## src/rtl/module_display_mux.sv

```systemverilog
// Time-multiplexed 7-segment driver: double-buffered frame data, one blank cycle
// after every digit advance, and optional leading-zero suppression.
module module_display_mux #(
    parameter int N_DIGITS = 8
) (
    input  logic                    clk_10Mhz_i,
    input  logic                    reset_i,
    input  logic                    tick_i,
    input  logic [4*N_DIGITS-1:0]   data_i,
    input  logic [N_DIGITS-1:0]     dp_i,
    input  logic                    load_i,
    input  logic                    blank_lz_i,
    output logic [N_DIGITS-1:0]     an_o,
    output logic [6:0]              seg_o,
    output logic                    dp_o,
    output logic                    frame_o
);

    localparam int              IW       = $clog2(N_DIGITS);
    localparam logic [IW-1:0]   LAST_IDX = IW'(N_DIGITS - 1);

    logic [IW-1:0]              idx;
    logic [4*N_DIGITS-1:0]      pend_data;
    logic [N_DIGITS-1:0]        pend_dp;
    logic                       pend_valid;
    logic [4*N_DIGITS-1:0]      disp_data;
    logic [N_DIGITS-1:0]        disp_dp;

    logic                       wrap;
    logic [3:0]                 cur_nib;
    logic                       cur_dp;
    logic [N_DIGITS-1:0]        cur_an;
    logic [N_DIGITS-1:0]        zero_above;
    logic                       cur_suppress;
    logic [6:0]                 cur_seg;

    function automatic logic [6:0] decode(input logic [3:0] nib);
        logic [6:0] s;
        case (nib)
            4'h0: s = 7'h40;
            4'h1: s = 7'h79;
            4'h2: s = 7'h24;
            4'h3: s = 7'h30;
            4'h4: s = 7'h19;
            4'h5: s = 7'h12;
            4'h6: s = 7'h02;
            4'h7: s = 7'h78;
            4'h8: s = 7'h00;
            4'h9: s = 7'h10;
            4'hA: s = 7'h08;
            4'hB: s = 7'h03;
            4'hC: s = 7'h46;
            4'hD: s = 7'h21;
            4'hE: s = 7'h06;
            default: s = 7'h0E;
        endcase
        return s;
    endfunction

    assign wrap = tick_i && (idx == LAST_IDX);

    // zero_above[k] is set when displayed nibbles N_DIGITS-1 down to k are all zero.
    always_comb begin
        zero_above[N_DIGITS-1] = (disp_data[4*(N_DIGITS-1) +: 4] == 4'h0);
        for (int k = N_DIGITS - 2; k >= 0; k--) begin
            zero_above[k] = zero_above[k+1] && (disp_data[4*k +: 4] == 4'h0);
        end
    end

    always_comb begin
        cur_nib      = 4'h0;
        cur_dp       = 1'b0;
        cur_an       = '1;
        cur_suppress = 1'b0;
        for (int k = 0; k < N_DIGITS; k++) begin
            if (idx == IW'(k)) begin
                cur_nib      = disp_data[4*k +: 4];
                cur_dp       = disp_dp[k];
                cur_an[k]    = 1'b0;
                cur_suppress = blank_lz_i && (k != 0) && zero_above[k];
            end
        end
        cur_seg = decode(cur_nib);
    end

    always_ff @(posedge clk_10Mhz_i) begin
        if (reset_i) begin
            idx <= '0;
        end else if (tick_i) begin
            idx <= wrap ? '0 : idx + IW'(1);
        end
    end

    // Pending is read before it is overwritten, so a load on the wrap edge lands
    // in pending while the previous pending contents move to the display.
    always_ff @(posedge clk_10Mhz_i) begin
        if (reset_i) begin
            pend_data  <= '0;
            pend_dp    <= '0;
            pend_valid <= 1'b0;
            disp_data  <= '0;
            disp_dp    <= '0;
        end else begin
            if (wrap && pend_valid) begin
                disp_data  <= pend_data;
                disp_dp    <= pend_dp;
                pend_valid <= 1'b0;
            end
            if (load_i) begin
                pend_data  <= data_i;
                pend_dp    <= dp_i;
                pend_valid <= 1'b1;
            end
        end
    end

    // A tick blanks the next cycle; the new index shows from the cycle after.
    always_ff @(posedge clk_10Mhz_i) begin
        if (reset_i) begin
            an_o    <= '1;
            seg_o   <= 7'h7F;
            dp_o    <= 1'b1;
            frame_o <= 1'b0;
        end else begin
            frame_o <= wrap;
            if (tick_i || cur_suppress) begin
                an_o  <= '1;
                seg_o <= 7'h7F;
                dp_o  <= 1'b1;
            end else begin
                an_o  <= cur_an;
                seg_o <= cur_seg;
                dp_o  <= ~cur_dp;
            end
        end
    end

endmodule

```

## config.mk

```make
export PLATFORM = sky130hd
export DESIGN_NAME = module_display_mux
export DESIGN_NICKNAME = d
export VERILOG_FILES = /design/src/rtl/module_display_mux.sv
export SDC_FILE = /design/constraint.sdc
export NUM_CORES = 1
export LEC_CHECK = 0
export ABC_AREA = 1
export ABC_CLOCK_PERIOD_IN_PS = 2230
export BUFFER_PORTS_ARGS = -buffer_cell sky130_fd_sc_hd__buf_4
export CAP_MARGIN = 40
export CORE_MARGIN = 5
export CORE_UTILIZATION = 35
export CTS_CLUSTER_SIZE = 16
export DETAILED_ROUTE_END_ITERATION = 16
export MAX_ROUTING_LAYER = met4
export PLACE_DENSITY_LB_ADDON = 0.15
export SKIP_CTS_REPAIR_TIMING = 1
export SYNTH_ARGS = -nofsm -noshare
export SYNTH_HDL_FRONTEND = slang
export SYNTH_SLANG_ARGS = --single-unit
export TNS_END_PERCENT = 50
```

## constraint.sdc

```tcl
create_clock -name clk_10Mhz_i -period 2.23 [get_ports clk_10Mhz_i]
set_clock_uncertainty 0.1 [all_clocks]
set_input_delay 0.223 -clock clk_10Mhz_i [delete_from_list [all_inputs] [get_ports clk_10Mhz_i]]
set_output_delay 0.223 -clock clk_10Mhz_i [all_outputs]
set_load 0.02 [all_outputs]
```

==> impl_results.md <==
* CP required at 2360 ps
* Avg Vias per Cell at 4.67
* Area after DPL at 5040 um^2
* FILL cells at 1218
* CTS root buf: clkbuf_16
* Cell area after layout at 5620 um^2
* Effective utilization at floorplan at 35.4%
* Syn Inst Count at 578
* Mapped Area at 4220 um^2
* Crit-path max FO at 5
* Final Hold Fails at 4
* Vias in the first global route at 3725
* Slew Limit Headroom at 69.4%
* Most frequent cells in the layout: buf_4 (102), dfxtp_1 (99), o21ai_0 (88)
* Leak at 2.42 nW
* Detailed-route via count at 3835
* Area delta synth->final at 33.3%
* Minimum clock period at 2150 ps
* Worst-skew pair later-pin latency at 340 ps
* Post-route setup slack at 82.6 ps
* Layout cells sized above 1 at 24.0%
* Failing checks: hold timing
* Status: complete, but fails checks
* Largest net degree at the start of global routing at 83
* CTS H-tree depth at 3
* Crit-path max cell delay at 380 ps
* Hold WC Path Type: primary input to flop
* Post-synthesis register bit count at 101
* Sequential Area at 2030 um^2
* Post-synthesis simple-gate area fraction at 20.6%
* TritonCTS Sinks at 101
* Syn. warnings at 0
* Worst setup path category: flop to flop
* Sequential fraction of the synthesis area at 47.9%
* Fin cells at 821
* Slowest cell on crit path: dfxtp_4
* CP arrival at 2280 ps
* Area of the multi-input gates at 1980 um^2
* Main combinational cell family by area after synthesis: simple AND/OR/NAND/NOR gates
* # setup viols final at 0
* Crit path launch type: flop
* Post-synthesis xor/xnor area fraction at 0%
* CP Capture Type: flop
* Most common cell after layout, fill and taps aside: buf_4
* CTS tree: yes
* Routed WL at 10600 um
* Port Buffers at 61
* 1st-iter DRT viols at 211
* CP delay by family, top: simple AND/OR/NAND/NOR gates
* Reg clk slew, reported paths at 70 ps
* DPL Wire Length at 7190 um
* Post-synthesis mux area share at 0%
* Design Power at 3.93 mW
* RSZ-0062 raised after global routing: yes
* DRC errors left at 0
* Pre-CTS setup slack at -78.7 ps
* Total Nets Final at 725
* Final worst-path cycle share at 96.3%
* Total global routing overflow at 0
* Clock buffer depth at 2
* Gpl congestion at 0.851
* Peak supply drop at 0.424 mV
* Final core occ at 47.2%
* Adder-Cell Fraction of Synth Area at 3.26%
* ANT cells at 0
* Most used cell, CP: nand2_1
* Worst hold slack at -4.17 ps
* Post-route antenna net violation count at 0
* FP Rows at 40
* Least-Margin Pin Slew at 459 ps
* Max cap viols at 0
* Num CTS Buffers at 9
* First drt pass iteration count at 4
* Chip width at 120 um
* Syn_area_per_cell at 7.30 um^2
* Crit-path cells: inv_4, ha_4, buf_4, nor2_2, nand2_1, nand3_1, nand3_1, nand2_1, nand2_1, nand2_2, a21oi_4, buf_4, ha_1, nand2_1, nand2_1, nand2_1, nand3_1
* Placed insts at 791
* Worst Path Buf+Inv at 3
* Post-Syn Nets at 634
* Total track usage at 15.2%
* First-pass GRT wire length at 17400 um
* Fin Setup TNS at 0 ps
* WL/cell at 12.9 um
* Die height at 120 um
* Pwr dens at 700 nW/um^2
* Max-slew violations at 0
* Num ports at 62
* Die ar. at 14300 um^2
* Achievable frequency at 466 MHz
* Synth Area in Compound Gates at 18.8%
* Initial antenna violation count at 0
* Distinct cells, synth at 23
* Core ar. at 11900 um^2
## tightest hold or removal path: stages
cell	delay, ps
buf_4	80
nor2_1	30
nor2_1	80
## final cells by class
cell class              instances  area share, %
flip-flops and latches        101           36.1
multi-input cells             378           35.2
repair buffers                109           15.6
inverters                      70           4.85
clock buffers                  14           4.70
clock inverters                 2          0.312
well taps                     147           3.27
## state kept, by name (all words and copies together), names as in the netlist, 3 cells and up
name       flops
an_o           8
disp_data     32
disp_dp        8
idx            3
pend_data     32
pend_dp        8
seg_o          7
## path summary, 6_finish.rpt
kind | start | end | slack [ps] | cells after the start
max | idx[1]$_SDFFE_PP0P_ | seg_o[3]$_SDFF_PP1_ | 80 | 17
min | data_i[13] | pend_data[13]$_SDFFE_PP0P_ | -4 | 3
max reg2reg | idx[1]$_SDFFE_PP0P_ | seg_o[3]$_SDFF_PP1_ | 80 | 17
min reg2reg | disp_dp[2]$_SDFFE_PP0P_ | disp_dp[2]$_SDFFE_PP0P_ | 360 | 2
## synth_stat cells, drive strengths merged
master / count / area share [%]
clkinv: 1 / 0.089
inv: 69 / 6.1
o211ai: 3 / 0.53
o21bai: 1 / 0.18
a21oi: 55 / 6.8
nand3: 26 / 3.2
nor2: 89 / 8.1
o32ai: 1 / 0.21
clkbuf: 26 / 2.3
buf: 3 / 0.80
dfxtp: 101 / 48
nor4: 4 / 0.59
ha: 11 / 3.3
nand2: 94 / 8.6
nor3: 1 / 0.12
o21ai: 93 / 11
## logic make-up after synthesis
group / count (synthesis)
flops: 101
simple gates: 214
compound gates: 153
buf+inv: 99
fa+ha+maj: 11
## power breakdown
part / internal (mW) / switching, mW / total (mW)
sequential: 1.87 / 0.0335 / 1.91
combinational: 0.248 / 0.283 / 0.531
clock: 0.824 / 0.671 / 1.49
## per-layer routing
layer	share of wire, %	global-route usage (%)
met5	0	-
met4	1.8	5.30
met3	5.0	4.05
met2	40	20.1
met1	53	22.1
Note: power is estimated with default switching activity, not from simulation.
